## src/rtl/song_mcu.sv

```systemverilog
// song_mcu: master control unit sequencing song_reader.
// It turns one-pulsed play/next/prev buttons and song_done into the play,
// song and reset_player controls. Every song change passes through a CLEAR
// phase, and the player then resumes or stays paused.
// Optional build macro SONG_MCU_REPEAT_EN adds the repeat_one input, which
// replays the current song when it ends.
module song_mcu #(
  parameter int NUM_SONGS    = 4,
  parameter int SONG_W       = 2,
  parameter int CLEAR_CYCLES = 2
) (
  input  logic              clk,
  input  logic              reset,
  input  logic              play_button,
  input  logic              next_button,
  input  logic              prev_button,
  input  logic              auto_advance,
  input  logic              song_done,
`ifdef SONG_MCU_REPEAT_EN
  input  logic              repeat_one,
`endif
  output logic              play,
  output logic [SONG_W-1:0] song,
  output logic              reset_player,
  output logic              song_changed
);

  localparam int CNT_W = (CLEAR_CYCLES > 1) ? $clog2(CLEAR_CYCLES) : 1;

  typedef enum logic [1:0] {
    PAUSED  = 2'd0,
    PLAYING = 2'd1,
    CLEAR   = 2'd2
  } state_t;

  state_t             state_r;
  logic               resume_r;
  logic [CNT_W-1:0]   cnt_r;
  logic               repeat_s;

  // Next song index, wrapping from the last song back to 0.
  function automatic logic [SONG_W-1:0] song_inc(input logic [SONG_W-1:0] s);
    if (s == SONG_W'(NUM_SONGS - 1)) begin
      return {SONG_W{1'b0}};
    end else begin
      return s + SONG_W'(1);
    end
  endfunction

  // Previous song index, wrapping from 0 to the last song.
  function automatic logic [SONG_W-1:0] song_dec(input logic [SONG_W-1:0] s);
    if (s == {SONG_W{1'b0}}) begin
      return SONG_W'(NUM_SONGS - 1);
    end else begin
      return s - SONG_W'(1);
    end
  endfunction

`ifdef SONG_MCU_REPEAT_EN
  assign repeat_s = repeat_one;
`else
  assign repeat_s = 1'b0;
`endif

  // Control FSM; all outputs are registered and updated with the state.
  always_ff @(posedge clk) begin
    if (reset) begin
      state_r      <= PAUSED;
      song         <= {SONG_W{1'b0}};
      play         <= 1'b0;
      reset_player <= 1'b0;
      song_changed <= 1'b0;
      resume_r     <= 1'b0;
      cnt_r        <= {CNT_W{1'b0}};
    end else begin
      case (state_r)
        PAUSED: begin
          song_changed <= 1'b0;
          if (next_button) begin
            song         <= song_inc(song);
            resume_r     <= 1'b0;
            state_r      <= CLEAR;
            reset_player <= 1'b1;
            song_changed <= 1'b1;
            cnt_r        <= CNT_W'(CLEAR_CYCLES - 1);
          end else if (prev_button) begin
            song         <= song_dec(song);
            resume_r     <= 1'b0;
            state_r      <= CLEAR;
            reset_player <= 1'b1;
            song_changed <= 1'b1;
            cnt_r        <= CNT_W'(CLEAR_CYCLES - 1);
          end else if (play_button) begin
            state_r <= PLAYING;
            play    <= 1'b1;
          end else begin
            state_r <= PAUSED;
          end
        end
        PLAYING: begin
          song_changed <= 1'b0;
          if (song_done) begin
            // Repeat replays the song; otherwise advance or rewind-and-pause.
            if (repeat_s) begin
              resume_r <= 1'b1;
            end else if (auto_advance) begin
              song     <= song_inc(song);
              resume_r <= 1'b1;
            end else begin
              resume_r <= 1'b0;
            end
            state_r      <= CLEAR;
            play         <= 1'b0;
            reset_player <= 1'b1;
            song_changed <= 1'b1;
            cnt_r        <= CNT_W'(CLEAR_CYCLES - 1);
          end else if (next_button) begin
            song         <= song_inc(song);
            resume_r     <= 1'b1;
            state_r      <= CLEAR;
            play         <= 1'b0;
            reset_player <= 1'b1;
            song_changed <= 1'b1;
            cnt_r        <= CNT_W'(CLEAR_CYCLES - 1);
          end else if (prev_button) begin
            song         <= song_dec(song);
            resume_r     <= 1'b1;
            state_r      <= CLEAR;
            play         <= 1'b0;
            reset_player <= 1'b1;
            song_changed <= 1'b1;
            cnt_r        <= CNT_W'(CLEAR_CYCLES - 1);
          end else if (play_button) begin
            // Pausing keeps the song position; the reader holds while play=0.
            state_r <= PAUSED;
            play    <= 1'b0;
          end else begin
            state_r <= PLAYING;
          end
        end
        CLEAR: begin
          song_changed <= 1'b0;
          if (cnt_r == {CNT_W{1'b0}}) begin
            reset_player <= 1'b0;
            play         <= resume_r;
            state_r      <= resume_r ? PLAYING : PAUSED;
          end else begin
            cnt_r <= cnt_r - CNT_W'(1);
          end
        end
        default: begin
          state_r      <= PAUSED;
          play         <= 1'b0;
          reset_player <= 1'b0;
          song_changed <= 1'b0;
        end
      endcase
    end
  end

endmodule

```

## config.mk

```make
export PLATFORM = sky130hd
export DESIGN_NAME = song_mcu
export DESIGN_NICKNAME = d
export VERILOG_FILES = /design/src/rtl/song_mcu.sv
export SDC_FILE = /design/constraint.sdc
export NUM_CORES = 1
export LEC_CHECK = 0
export ABC_CLOCK_PERIOD_IN_PS = 1400
export BUFFER_PORTS_ARGS = -buffer_cell sky130_fd_sc_hd__clkbuf_2
export CORE_AREA = 2 2 39 41
export DETAILED_ROUTE_END_ITERATION = 10
export DIE_AREA = 0 0 41 43
export PLACE_DENSITY = 0.67
export SKIP_LAST_GASP = 1
export SLEW_MARGIN = 25
export SYNTH_ARGS = -nofsm -noshare
export SYNTH_HDL_FRONTEND = slang
export SYNTH_SLANG_ARGS = --single-unit
export TNS_END_PERCENT = 30
```

## constraint.sdc

```tcl
create_clock -name clk -period 1.4 [get_ports clk]
set_input_delay 0.14 -clock clk [delete_from_list [all_inputs] [get_ports clk]]
set_output_delay 0.14 -clock clk [all_outputs]
set_load 0.01 [all_outputs]
```

Word level (Yosys, flattened, before mapping) --
Index checks and enable logic that the tools add are counted.
Storage, ports and cells: output and inout bits 5, bits in registers 9, input port bits 7
Cells by class: $add $sub $neg 3, eq/ne operators 11, reduce and logical (&&, ||, !) cells 7, multiplexer cells 47
Operators with widths (number):
- $mux W1 | 28
- $mux W2 | 12
- $pmux W1 S3 | 3
- $ne A2 B2 Y1 const B | 4
- $ne A3 B3 Y1 const B | 2
- $pmux W2 S3 | 1
- $ne A5 B5 Y1 const B | 1
- $reduce_and A5 Y1 | 1
- $eq A2 B2 Y1 const B | 2
- $logic_not A2 Y1 | 2
- $ne A4 B4 Y1 const B | 1
- $pmux W1 S2 | 2
- $pmux W2 S2 | 1
- $reduce_and A3 Y1 | 1
- $reduce_bool A3 Y1 | 1
- $add A2 B1 Y2 const B | 1
- $eq A2 B1 Y1 const B | 1
- $reduce_and A2 Y1 | 1
- $reduce_bool A2 Y1 | 1
- $sub A2 B1 Y2 const B | 1
- $sub A1 B1 Y1 const B | 1

Depth between registers and ports, before layout --
Gate-level depths: netlist of the first run.
depth after elaboration 6, depth in mapped cells 7

Worst setup path before layout of the first run --
No wires, ideal clock.
path kind flip-flop to flip-flop, start reg state_r[1], end reg play, stages on the path, launching flop included 7, setup time 86 ps, data arrival time 1393 ps, period minus slack after synthesis 1480 ps, slack -80 ps, path through dfxtp_1 > inv_1 > ha_1 > buf_6 > nor3b_2 > a221o_2 > a221oi_2
Between the ends: cells in the longest elaborated chain, start to end 3, elaborated cells between the ends (all ways) 10
RTL lines:
- start, declared | line 36 | state_t state_r;
- start signal, assigned | line 146 | state_r <= resume_r ? PLAYING : PAUSED;
- $eq A2 B1 Y1 (tied with other cells) | line 76 | case (state_r)
- $ne A5 B5 Y1 (no line) / $ne A2 B2 Y1 (equally long branches)
- $reduce_and A5 Y1 (no line)
- end signal, assigned | line 145 | play <= resume_r;
- end, declared | line 22 | output logic play,
Several ways; a longest one is shown, not always the timed one. A chain may end at the register's enable or synchronous reset.

Worst setup path in the final report of the first run --
start reg state_r[0], end reg song[0]
Between the ends: cells in the longest elaborated chain, start to end 3, elaborated cells between the ends (all ways) 6
RTL lines:
- $eq A2 B1 Y1 / $logic_not A2 Y1 (equally long branches) | line 76
- $ne A3 B3 Y1 (no line) / $reduce_bool A2 Y1 (equally long branches)
- $reduce_and A2 Y1 (no line)
- end signal, assigned | line 69 | song <= {SONG_W{1'b0}};
- end signal, assigned | line 80 | song <= song_inc(song);
- end signal, assigned | line 87 | song <= song_dec(song);
- end, declared | line 23 | output logic [SONG_W-1:0] song,
Several ways; a longest one is shown, not always the timed one.

==> results of run 1 <==
==> power breakdown <==
group	internal [uW]	leakage, uW	total [uW]	switching, uW
Clock	110	0.0000150	216	106
Combinational	127	0.000253	264	137
Sequential	288	0.0000755	315	27.4
==> metal layers <==
layer	share of wire (%)	GRT usage, %	wire [microns]	vias to the layer above
li1	-	-	-	285
met1	43	22.73	665	276
met2	53	31.25	815	12
met3	2.7	3.141	42	2
met4	0.72	8.000	11	0
met5	0	0	0	-
==> flip-flops by register name, summed over array words and instances, names as in the netlist <==
signal	cells
cnt_r	1
song_changed	1
state_r	2
song	2
reset_player	1
resume_r	1
play	1
==> final timing paths <==
check	to	start	cells past startpoint	slack, ps
worst min register to register	play	play	2	470
worst max-delay path	song[0]	state_r[0]	6	9
worst max register to register	song[0]	state_r[0]	6	9
worst min-delay path	play	reset	2	200
==> cell families (layout without fill, tap and decap cells) <==
family	Yosys count	in the layout	synth area share (%)
AO/OA/AOI/OAI	24	24	31.40
AND/OR/NAND/NOR	19	19	15.15
flip-flops	9	9	32.07
buffers and inverters	7	29	6.682
adder cells (fa/ha/maj)	5	5	11.14
multiplexers	2	2	3.564
==> cell type report <==
class,instances,area [sq um]
Fill cell,136,618.1
Sequential cell,9,185.2
Tap cell,16,20.02
Clock buffer,4,26.28
Timing Repair Buffer,20,122.6
Inverter,5,21.27
Multi-Input combinational cell,50,390.4
==> stage by stage <==
step	cell area (sq um)	cells	hold slack [ps]
after floorplan	565.5	66	361.1
after global placement	666.9	97	461.5
after global routing	765.7	104	223.7
final	765.7	104	201.9
after CTS	701.9	101	193.2
after detailed placement	666.9	97	467.7
==> cells in the final DEF (no fill, tap or decap), drive strengths merged <==
| master | instances |
|---|---|
| a211oi | 3 |
| a21boi | 2 |
| a21o | 1 |
| a21oi | 6 |
| a221o | 1 |
| a221oi | 1 |
| a2bb2oi | 1 |
| a32o | 1 |
| buf | 9 |
| clkbuf | 15 |
| dfxtp | 9 |
| ha | 5 |
| inv | 5 |
| mux2i | 2 |
| nand2 | 6 |
| nand2b | 1 |
| nor2 | 10 |
| nor3b | 1 |
| o21a | 1 |
| o21ai | 3 |
| o21bai | 1 |
| o221ai | 1 |
| o32ai | 2 |
| or3 | 1 |
==> timing repair <==
| item | CTS | global route |
|---|---|---|
| setup buffers | 0 | 3 |
| pin swaps | 0 | 2 |
| endpoints found under the setup margin | 4 | 6 |
| gates resized for setup | 2 | 10 |
==> critical path, stage by stage (launching register included) <==
cell	delay [ps]
dfxtp_4	360
inv_2	90
ha_4	170
o21a_1	160
a2bb2oi_2	200
mux2i_1	240
nor2_1	60
==> impl_metrics.env, run 1 <==
export IMPL_status="finished clean"
export IMPL_maxCapViolations=0
export IMPL_synth_commonest_cells="nor2_1, dfxtp_1, a21oi_1, nand2_1"
export IMPL_clock_path_buffers=2
export IMPL_die_x_microns=41
export IMPL_criticalPathCategory="flip-flop to flip-flop"
export IMPL_synth_main_ff_cell="dfxtp_1"
export IMPL_grt_pass1_wl_microns=2249
export IMPL_critPathMaxFanout=7
export IMPL_grt_overflow=0
export IMPL_via_per_inst=5.529
export IMPL_netlist_top_cell_by_area="dfxtp_1"
export IMPL_setup_viol_count_final=0
export IMPL_worstSetupEndpointType="flip-flop"
export IMPL_cts_sinks=9
export IMPL_synth_area_leaders="dfxtp_1, ha_1, nor2_1"
export IMPL_hold_viol=0
export IMPL_synthToLayoutAreaGrowth_pct=36.30
export IMPL_total_power_uw=795.6
export IMPL_utilization_pct=55.33
export IMPL_tightest_slew_ps=220.0
export IMPL_ys_seq_area_share_pct=32.07
export IMPL_portBuffers=11
export IMPL_cts_hold_fix_buffers=0
export IMPL_wl_per_cell_microns=14.76
export IMPL_grt_use_total_pct=18.93
export IMPL_crit_required_ps=1560
export IMPL_setup_tns_ps=0
export IMPL_ant_nets=0
export IMPL_vias=575
export IMPL_coreArea_sq_um=1384
export IMPL_relSlewSlack_pct=85.20
export IMPL_rsz0062_at_grt="yes"
export IMPL_p_leak_uw=0.0003436
export IMPL_syn_inst=66
export IMPL_ys_ff_latch=9
export IMPL_ir_drop_v=0.0004938
export IMPL_initial_utilization_pct=40.60
export IMPL_yosys_cell_types_count=24
export IMPL_yosysTopAreaCellShare_pct=32.07
export IMPL_async_flop_share_pct=0
export IMPL_worst_ep_arrival_time_ps=1550
export IMPL_pre_cts_ws_ps=-102.5
export IMPL_fin_crit_ps=1391
export IMPL_wirelength_microns=1535
export IMPL_layout_nets=101
export IMPL_synth_most_common_cell="nor2_1"
export IMPL_slew_viol_final=0
export IMPL_cts_root_buffer="clkbuf_4"
export IMPL_syn_avg_cell_area_sq_um=8.512
export IMPL_skew_ps=7.068
export IMPL_yosys_warnings=0
export IMPL_drive_above_1_share_pct=40.91
export IMPL_htreeDepth=1
export IMPL_pin_count=12
export IMPL_hold_class="input pin to flip-flop"
export IMPL_gp_congestion=0.8454
export IMPL_clkSlewWorstSetupHoldPaths_ps=80
export IMPL_drt_iter0_drc=8
export IMPL_cts_tree="built"
export IMPL_drc=0
export IMPL_place_hpwl_microns=964.5
export IMPL_antenna_found_initial=0
export IMPL_timing_final_crit_share_pct=99.39
export IMPL_p_per_area_nw_per_um2=1039
export IMPL_grt_start_max_net_pins=11
export IMPL_die_y_microns=43
export IMPL_rows=14
export IMPL_startpoint_type="flip-flop"
export IMPL_dr_pass1_iters=4
export IMPL_cts_inserted_buffers=3
export IMPL_die_area_sq_um=1763
export IMPL_setup_ws_ps=8.501
export IMPL_clkLatencyLatePin_ps=260
export IMPL_max_freq_mhz=718.6
export IMPL_diodes=0
export IMPL_syn_area_sq_um=561.8
export IMPL_synth_edf_count=0
export IMPL_grt_pass1_vias=531
export IMPL_synth_nets=78
No activity file was read; power rests on OpenSTA's default activity.
==> inputs of run 2 (changes only) <==
--- a/config.mk
+++ b/config.mk
@@ -10,7 +10,10 @@
 export CORE_AREA = 2 2 39 41
 export DETAILED_ROUTE_END_ITERATION = 10
 export DIE_AREA = 0 0 41 43
+export GPL_TIMING_DRIVEN = 0
+export HOLD_SLACK_MARGIN = 0.15
 export PLACE_DENSITY = 0.67
+export REMOVE_ABC_BUFFERS = 1
 export SKIP_LAST_GASP = 1
 export SLEW_MARGIN = 25
 export SYNTH_ARGS = -nofsm -noshare
==> impl_metrics.env, run 2 (synthesis results as in run 1) <==
export IMPL_diodes=0
export IMPL_gp_congestion=0.7625
export IMPL_crit_required_ps=1580
export IMPL_grt_pass1_vias=461
export IMPL_combPwrFrac_pct=31.6
export IMPL_ir_drop_v=0.0006432
export IMPL_vias=533
export IMPL_portBuffers=11
export IMPL_clkSlewWorstSetupHoldPaths_ps=60
export IMPL_seqCellArea_sq_um=185.2
export IMPL_worst_ep_arrival_time_ps=1540
export IMPL_crit_path_max_incr_delay_ps=360
export IMPL_cts_root_buffer="clkbuf_4"
export IMPL_power_internal_uw=512.4
export IMPL_crit_path_top_delay_cell="dfxtp_2"
export IMPL_layout_commonest_cell="clkbuf_2"
export IMPL_grt_start_max_net_pins=11
export IMPL_critPathTopFamily="compound AO/OA/AOI/OAI gates"
export IMPL_hold_viol=0
export IMPL_utilization_pct=52.35
export IMPL_wl_per_cell_microns=12.42
export IMPL_initial_utilization_pct=40.60
export IMPL_sw_frac_of_total_pct=31.74
export IMPL_whs_ps=200.9
export IMPL_dr_pass1_iters=4
export IMPL_startpoint_type="flip-flop"
export IMPL_worstSetupEndpointType="flip-flop"
export IMPL_top_regs="song: 2 flops, state_r: 2 flops"
export IMPL_rsz0062_at_grt="yes"
export IMPL_clkLatencyLatePin_ps=260
export IMPL_drive_above_1_share_pct=34.94
export IMPL_maxCapViolations=0
export IMPL_slew_viol_final=0
export IMPL_status="finished clean"
export IMPL_rows=14
export IMPL_synthToLayoutAreaGrowth_pct=28.95
export IMPL_hold_class="input pin to flip-flop"
export IMPL_crit_path_cell_trace="inv_4 > ha_4 > nor3b_4 > a221o_2 > a221oi_2"
export IMPL_wirelength_microns=1230
export IMPL_critPathMaxFanout=6
export IMPL_multi_input_area_sq_um=384.1
export IMPL_relSlewSlack_pct=79.05
export IMPL_total_power_uw=750.7
export IMPL_htreeDepth=1
export IMPL_final_fill_count=137
export IMPL_seqPwrFrac_pct=41.8
export IMPL_layout_nets=96
export IMPL_critPathBufInv=1
export IMPL_setup_tns_ps=0
export IMPL_fin_crit_ps=1366
export IMPL_antenna_found_initial=0
export IMPL_skew_ps=2.742
export IMPL_cts_inserted_buffers=3
export IMPL_die_x_microns=41
export IMPL_cts_sinks=9
export IMPL_ant_nets=0
export IMPL_p_switching_uw=238.2
export IMPL_criticalPathCategory="flip-flop to flip-flop"
export IMPL_die_area_sq_um=1763
export IMPL_clock_path_buffers=2
export IMPL_drt_iter0_drc=16
export IMPL_pin_count=12
export IMPL_pre_cts_ws_ps=-182.5
export IMPL_setup_ws_ps=33.56
export IMPL_grt_pass1_wl_microns=1959
export IMPL_layout_common_cells="clkbuf_2, nor2_1, dfxtp_1"
export IMPL_power_frac_clock_pct=26.6
export IMPL_grt_use_total_pct=16.33
export IMPL_cts_hold_fix_buffers=0
export IMPL_p_leak_uw=0.0003177
export IMPL_drc=0
export IMPL_cts_tree="built"
export IMPL_via_per_inst=5.384
export IMPL_place_hpwl_microns=875.4
export IMPL_grt_overflow=0
export IMPL_tightest_slew_ps=311.0
export IMPL_p_per_area_nw_per_um2=1036
export IMPL_setup_viol_count_final=0
export IMPL_max_freq_mhz=731.8
export IMPL_coreArea_sq_um=1384
export IMPL_timing_final_crit_share_pct=97.60
export IMPL_die_y_microns=43
-- run 2: power groups by stage --
stage	Sequential, uW	Clock, uW	Combinational [uW]
4_1_cts	313	209	228
5_1_grt	317	220	264
6_report	314	200	237
3_3_place_gp	314	0	199
3_5_place_dp	317	0	203
2_1_floorplan	324	0	127
-- run 2: path summary, 6_finish.rpt --
kind / to / cells after the start / slack (ps) / startpoint
worst min register to register: play / 2 / 470 / play
worst max-delay path: play / 5 / 30 / state_r[1]
worst max register to register: play / 5 / 30 / state_r[1]
worst min-delay path: play / 2 / 200 / reset
-- run 2: cell type report --
type,instances,share of cell area [%]
clock buffers,4,3.627
well taps,16,2.763
repair buffers,15,11.74
multi-input cells,50,53.02
inverters,5,3.282
flip-flops and latches,9,25.56
-- run 2: metal layers --
layer	part of all wire, %	GRT usage, %
met5	0	0
met3	5.3	9.424
met1	46	19.54
met4	0	2.000
met2	49	25.31
-- run 2: worst register-to-register path: cells and delay by family, from the launching register on --
kind,cells,cell delay (ps)
compound gates,2,530
fa+ha+maj,1,180
buf+inv,1,60
flops,1,360
simple gates,1,160
-- run 2: timing repair --
action / 4_1_cts / 5_1_grt
setup endpoints to repair: 4 / 4
pin swaps: 0 / 2
buffers inserted: 3 / 1
hold endpoints to repair: 0 / 0
gates resized for setup: 10 / 4
-- run 2: through the flow --
step	instance area, sq um	std cells
floorplan	543.0	64
global placement	618.1	91
detailed placement	618.1	91
CTS	703.2	98
global route	724.4	99
finish	724.4	99
==> inputs of run 3 (changes only) <==
--- a/config.mk
+++ b/config.mk
@@ -5,15 +5,15 @@
 export SDC_FILE = /design/constraint.sdc
 export NUM_CORES = 1
 export LEC_CHECK = 0
+export ABC_AREA = 1
 export ABC_CLOCK_PERIOD_IN_PS = 1400
 export BUFFER_PORTS_ARGS = -buffer_cell sky130_fd_sc_hd__clkbuf_2
-export CORE_AREA = 2 2 39 41
+export CORE_MARGIN = 2
+export CORE_UTILIZATION = 44
 export DETAILED_ROUTE_END_ITERATION = 10
-export DIE_AREA = 0 0 41 43
 export GPL_TIMING_DRIVEN = 0
 export HOLD_SLACK_MARGIN = 0.15
-export PLACE_DENSITY = 0.67
-export REMOVE_ABC_BUFFERS = 1
+export PLACE_DENSITY = 0.69
 export SKIP_LAST_GASP = 1
 export SLEW_MARGIN = 25
 export SYNTH_ARGS = -nofsm -noshare
==> impl_metrics.env, run 3 <==
export IMPL_p_leak_uw=0.0003837
export IMPL_busiest_layer="met2"
export IMPL_pre_cts_ws_ps=24.87
export IMPL_wl_per_cell_microns=9.421
export IMPL_vias=570
export IMPL_async_flop_share_pct=0
export IMPL_multi_input_area_sq_um=356.6
export IMPL_top_regs="song: 2 flops, state_r: 2 flops"
export IMPL_crit_path_cell_trace="inv_1 > ha_1 > inv_1 > nor3_1 > nor2_1 > o21ai_1 > nor2_1"
export IMPL_relSlewSlack_pct=82.01
export IMPL_worstSetupEndpointType="flip-flop"
export IMPL_fin_crit_ps=1336
export IMPL_crit_required_ps=1560
export IMPL_grt_pass1_vias=495
export IMPL_synthToLayoutAreaGrowth_pct=19.54
export IMPL_cts_tree="built"
export IMPL_crit_path_top_delay_cell="dfxtp_1"
export IMPL_wirelength_microns=1140
export IMPL_ys_ff_latch=9
export IMPL_htreeDepth=1
export IMPL_diodes=0
export IMPL_grt_use_met2_pct=28.91
export IMPL_grt_pass1_wl_microns=1828
export IMPL_die_y_microns=40.79
export IMPL_via_per_inst=4.711
export IMPL_die_x_microns=40.79
export IMPL_setup_ws_ps=63.80
export IMPL_crit_cells=7
export IMPL_antenna_found_initial=0
export IMPL_portBuffers=11
export IMPL_final_fill_count=149
export IMPL_seqCellArea_sq_um=181.4
export IMPL_status="finished clean"
export IMPL_worst_ep_arrival_time_ps=1490
export IMPL_synth_most_common_cell="nand2_1"
export IMPL_clkSlewWorstSetupHoldPaths_ps=60
export IMPL_use_met1_pct=19.60
export IMPL_timing_final_crit_share_pct=95.44
export IMPL_drc=0
export IMPL_grt_start_max_net_pins=7
export IMPL_setup_tns_ps=0
export IMPL_grt_overflow=0
export IMPL_r2r_end="resume_r"
export IMPL_p_per_area_nw_per_um2=1117
export IMPL_r2r_start="state_r[1]"
export IMPL_critPathTopFamily="simple AND/OR/NAND/NOR gates"
export IMPL_die_area_sq_um=1664
export IMPL_synth_commonest_cells="nand2_1, nor2_1, inv_1"
export IMPL_whs_ps=281.7
export IMPL_endpoint="resume_r"
export IMPL_r2r_setup_slack_ps=60
export IMPL_clock_path_buffers=2
export IMPL_dr_pass1_iters=4
export IMPL_cts_sinks=9
export IMPL_critPathBufInv=2
export IMPL_tightest_slew_ps=267.8
export IMPL_startpoint_type="flip-flop"
export IMPL_place_hpwl_microns=938.6
export IMPL_initial_utilization_pct=46.35
export IMPL_grt_use_total_pct=17.40
export IMPL_layout_nets=119
export IMPL_criticalPathCategory="flip-flop to flip-flop"
export IMPL_yosysTopAreaCellShare_pct=30.25
export IMPL_pin_count=12
export IMPL_ir_drop_v=0.0006352
export IMPL_cts_root_buffer="clkbuf_4"
export IMPL_hold_viol=0
export IMPL_setup_viol_count_final=0
export IMPL_yosys_warnings=0
export IMPL_rows=13
export IMPL_max_freq_mhz=748.4
export IMPL_critPathMaxFanout=4
export IMPL_syn_area_sq_um=595.6
export IMPL_synth_edf_count=0
export IMPL_hold_class="input pin to flip-flop"
export IMPL_grtUsageMet3_pct=4.891
export IMPL_gp_congestion=0.7496
export IMPL_ant_nets=0
export IMPL_clkLatencyLatePin_ps=260
export IMPL_syn_avg_cell_area_sq_um=6.617
export IMPL_drt_iter0_drc=7
export IMPL_cts_inserted_buffers=3
export IMPL_netlist_top_cell_by_area="dfxtp_1"
export IMPL_synth_nets=102
export IMPL_synth_area_leaders="dfxtp_1, nand2_1, ha_1"
export IMPL_synth_main_ff_cell="dfxtp_1"
export IMPL_r2r_cells=7
export IMPL_skew_ps=3.800
export IMPL_rsz0062_at_grt="yes"
export IMPL_crit_path_max_incr_delay_ps=340
export IMPL_cts_setup_buffers=0
export IMPL_ys_seq_area_share_pct=30.25
export IMPL_yosys_cell_types_count=17
export IMPL_layout_commonest_cell="nand2_1"
export IMPL_maxCapViolations=0
export IMPL_startpoint="state_r[1]"
export IMPL_coreArea_sq_um=1285
export IMPL_drive_above_1_share_pct=25.47
export IMPL_slew_viol_final=0
export IMPL_syn_inst=90
export IMPL_layout_common_cells="nand2_1, nor2_1, inv_1"
## run 3: cell count changes after synthesis, moves of 2 or more
cell | previous run | this run
nand3_2 | 0 | 2
nand2_4 | 0 | 2
nand3_1 | 0 | 4
inv_1 | 5 | 14
o32ai_1 | 2 | 0
nand2_2 | 0 | 2
nand2_1 | 6 | 17
nor3_1 | 0 | 2
mux2i_1 | 2 | 0
nor2_1 | 10 | 16
a211oi_1 | 3 | 0
inv_2 | 0 | 3
## run 3: worst min-delay path by stage
stage / endpoint / startpoint / depth (start not counted)
final: cnt_r / song_done / 5
after global routing: song[0] / auto_advance / 6
after CTS: cnt_r / song_done / 5
after detailed placement: state_r[0] / reset / 2
after global placement: state_r[0] / reset / 2
after floorplan: state_r[0] / reset / 1
## run 3: routing by layer
layer | share of wire, % | wire [microns]
met4 | 2.2 | 25
met3 | 3.1 | 35
met1 | 49 | 559
met2 | 46 | 520
met5 | 0 | 0
## run 3: tightest hold or removal path: stages
cell and delay (ps):
clkbuf_2 120, nand2_1 50, nand2_1 60, a21oi_1 50
nor2_1 80
## run 3: cells by family (layout without fill, tap and decap cells)
logic type / Yosys count / after routing / synth area share [%]
and+or+nand+nor: 47 / 47 / 38.03
buffers and inverters: 17 / 33 / 10.71
adders and majority gates: 5 / 5 / 10.50
AOI/OAI and AO/OA: 12 / 12 / 10.50
DFF: 9 / 9 / 30.25
## run 3: metrics by stage
stage | util [%] | total power, uW | cell area (sq um) | cells
2_1_floorplan | - | 518.1 | 595.6 | 90
3_3_place_gp | 52.09 | 588.5 | 669.4 | 116
3_5_place_dp | 52.09 | 595.2 | 669.4 | 116
4_1_cts | 54.92 | 802.5 | 705.7 | 121
5_1_grt | 55.40 | 870.7 | 711.9 | 121
6_report | 55.40 | 795.4 | 711.9 | 121
## run 3: layout make-up
| cell class | instances | area share, % |
|---|---|---|
| flip-flops and latches | 9 | 25.48 |
| well taps | 15 | 2.636 |
| multi-input cells | 64 | 50.09 |
| repair buffers | 12 | 9.139 |
| inverters | 17 | 8.963 |
| clock buffers | 4 | 3.691 |
## run 3: power by group
group | internal (uW) | leakage (uW) | switching, uW | total, uW
combinational | 110 | 0.000294 | 162 | 272
clock | 110 | 0.0000150 | 90.3 | 200
sequential | 297 | 0.0000752 | 26.4 | 323
total | 517 | 0.000384 | 279 | 795
## run 3: what timing repair did
item	in CTS	in global routing
hold endpoints to repair	3	0
setup endpoints to repair	0	6
hold buffers	1	0
gates resized for setup	0	3
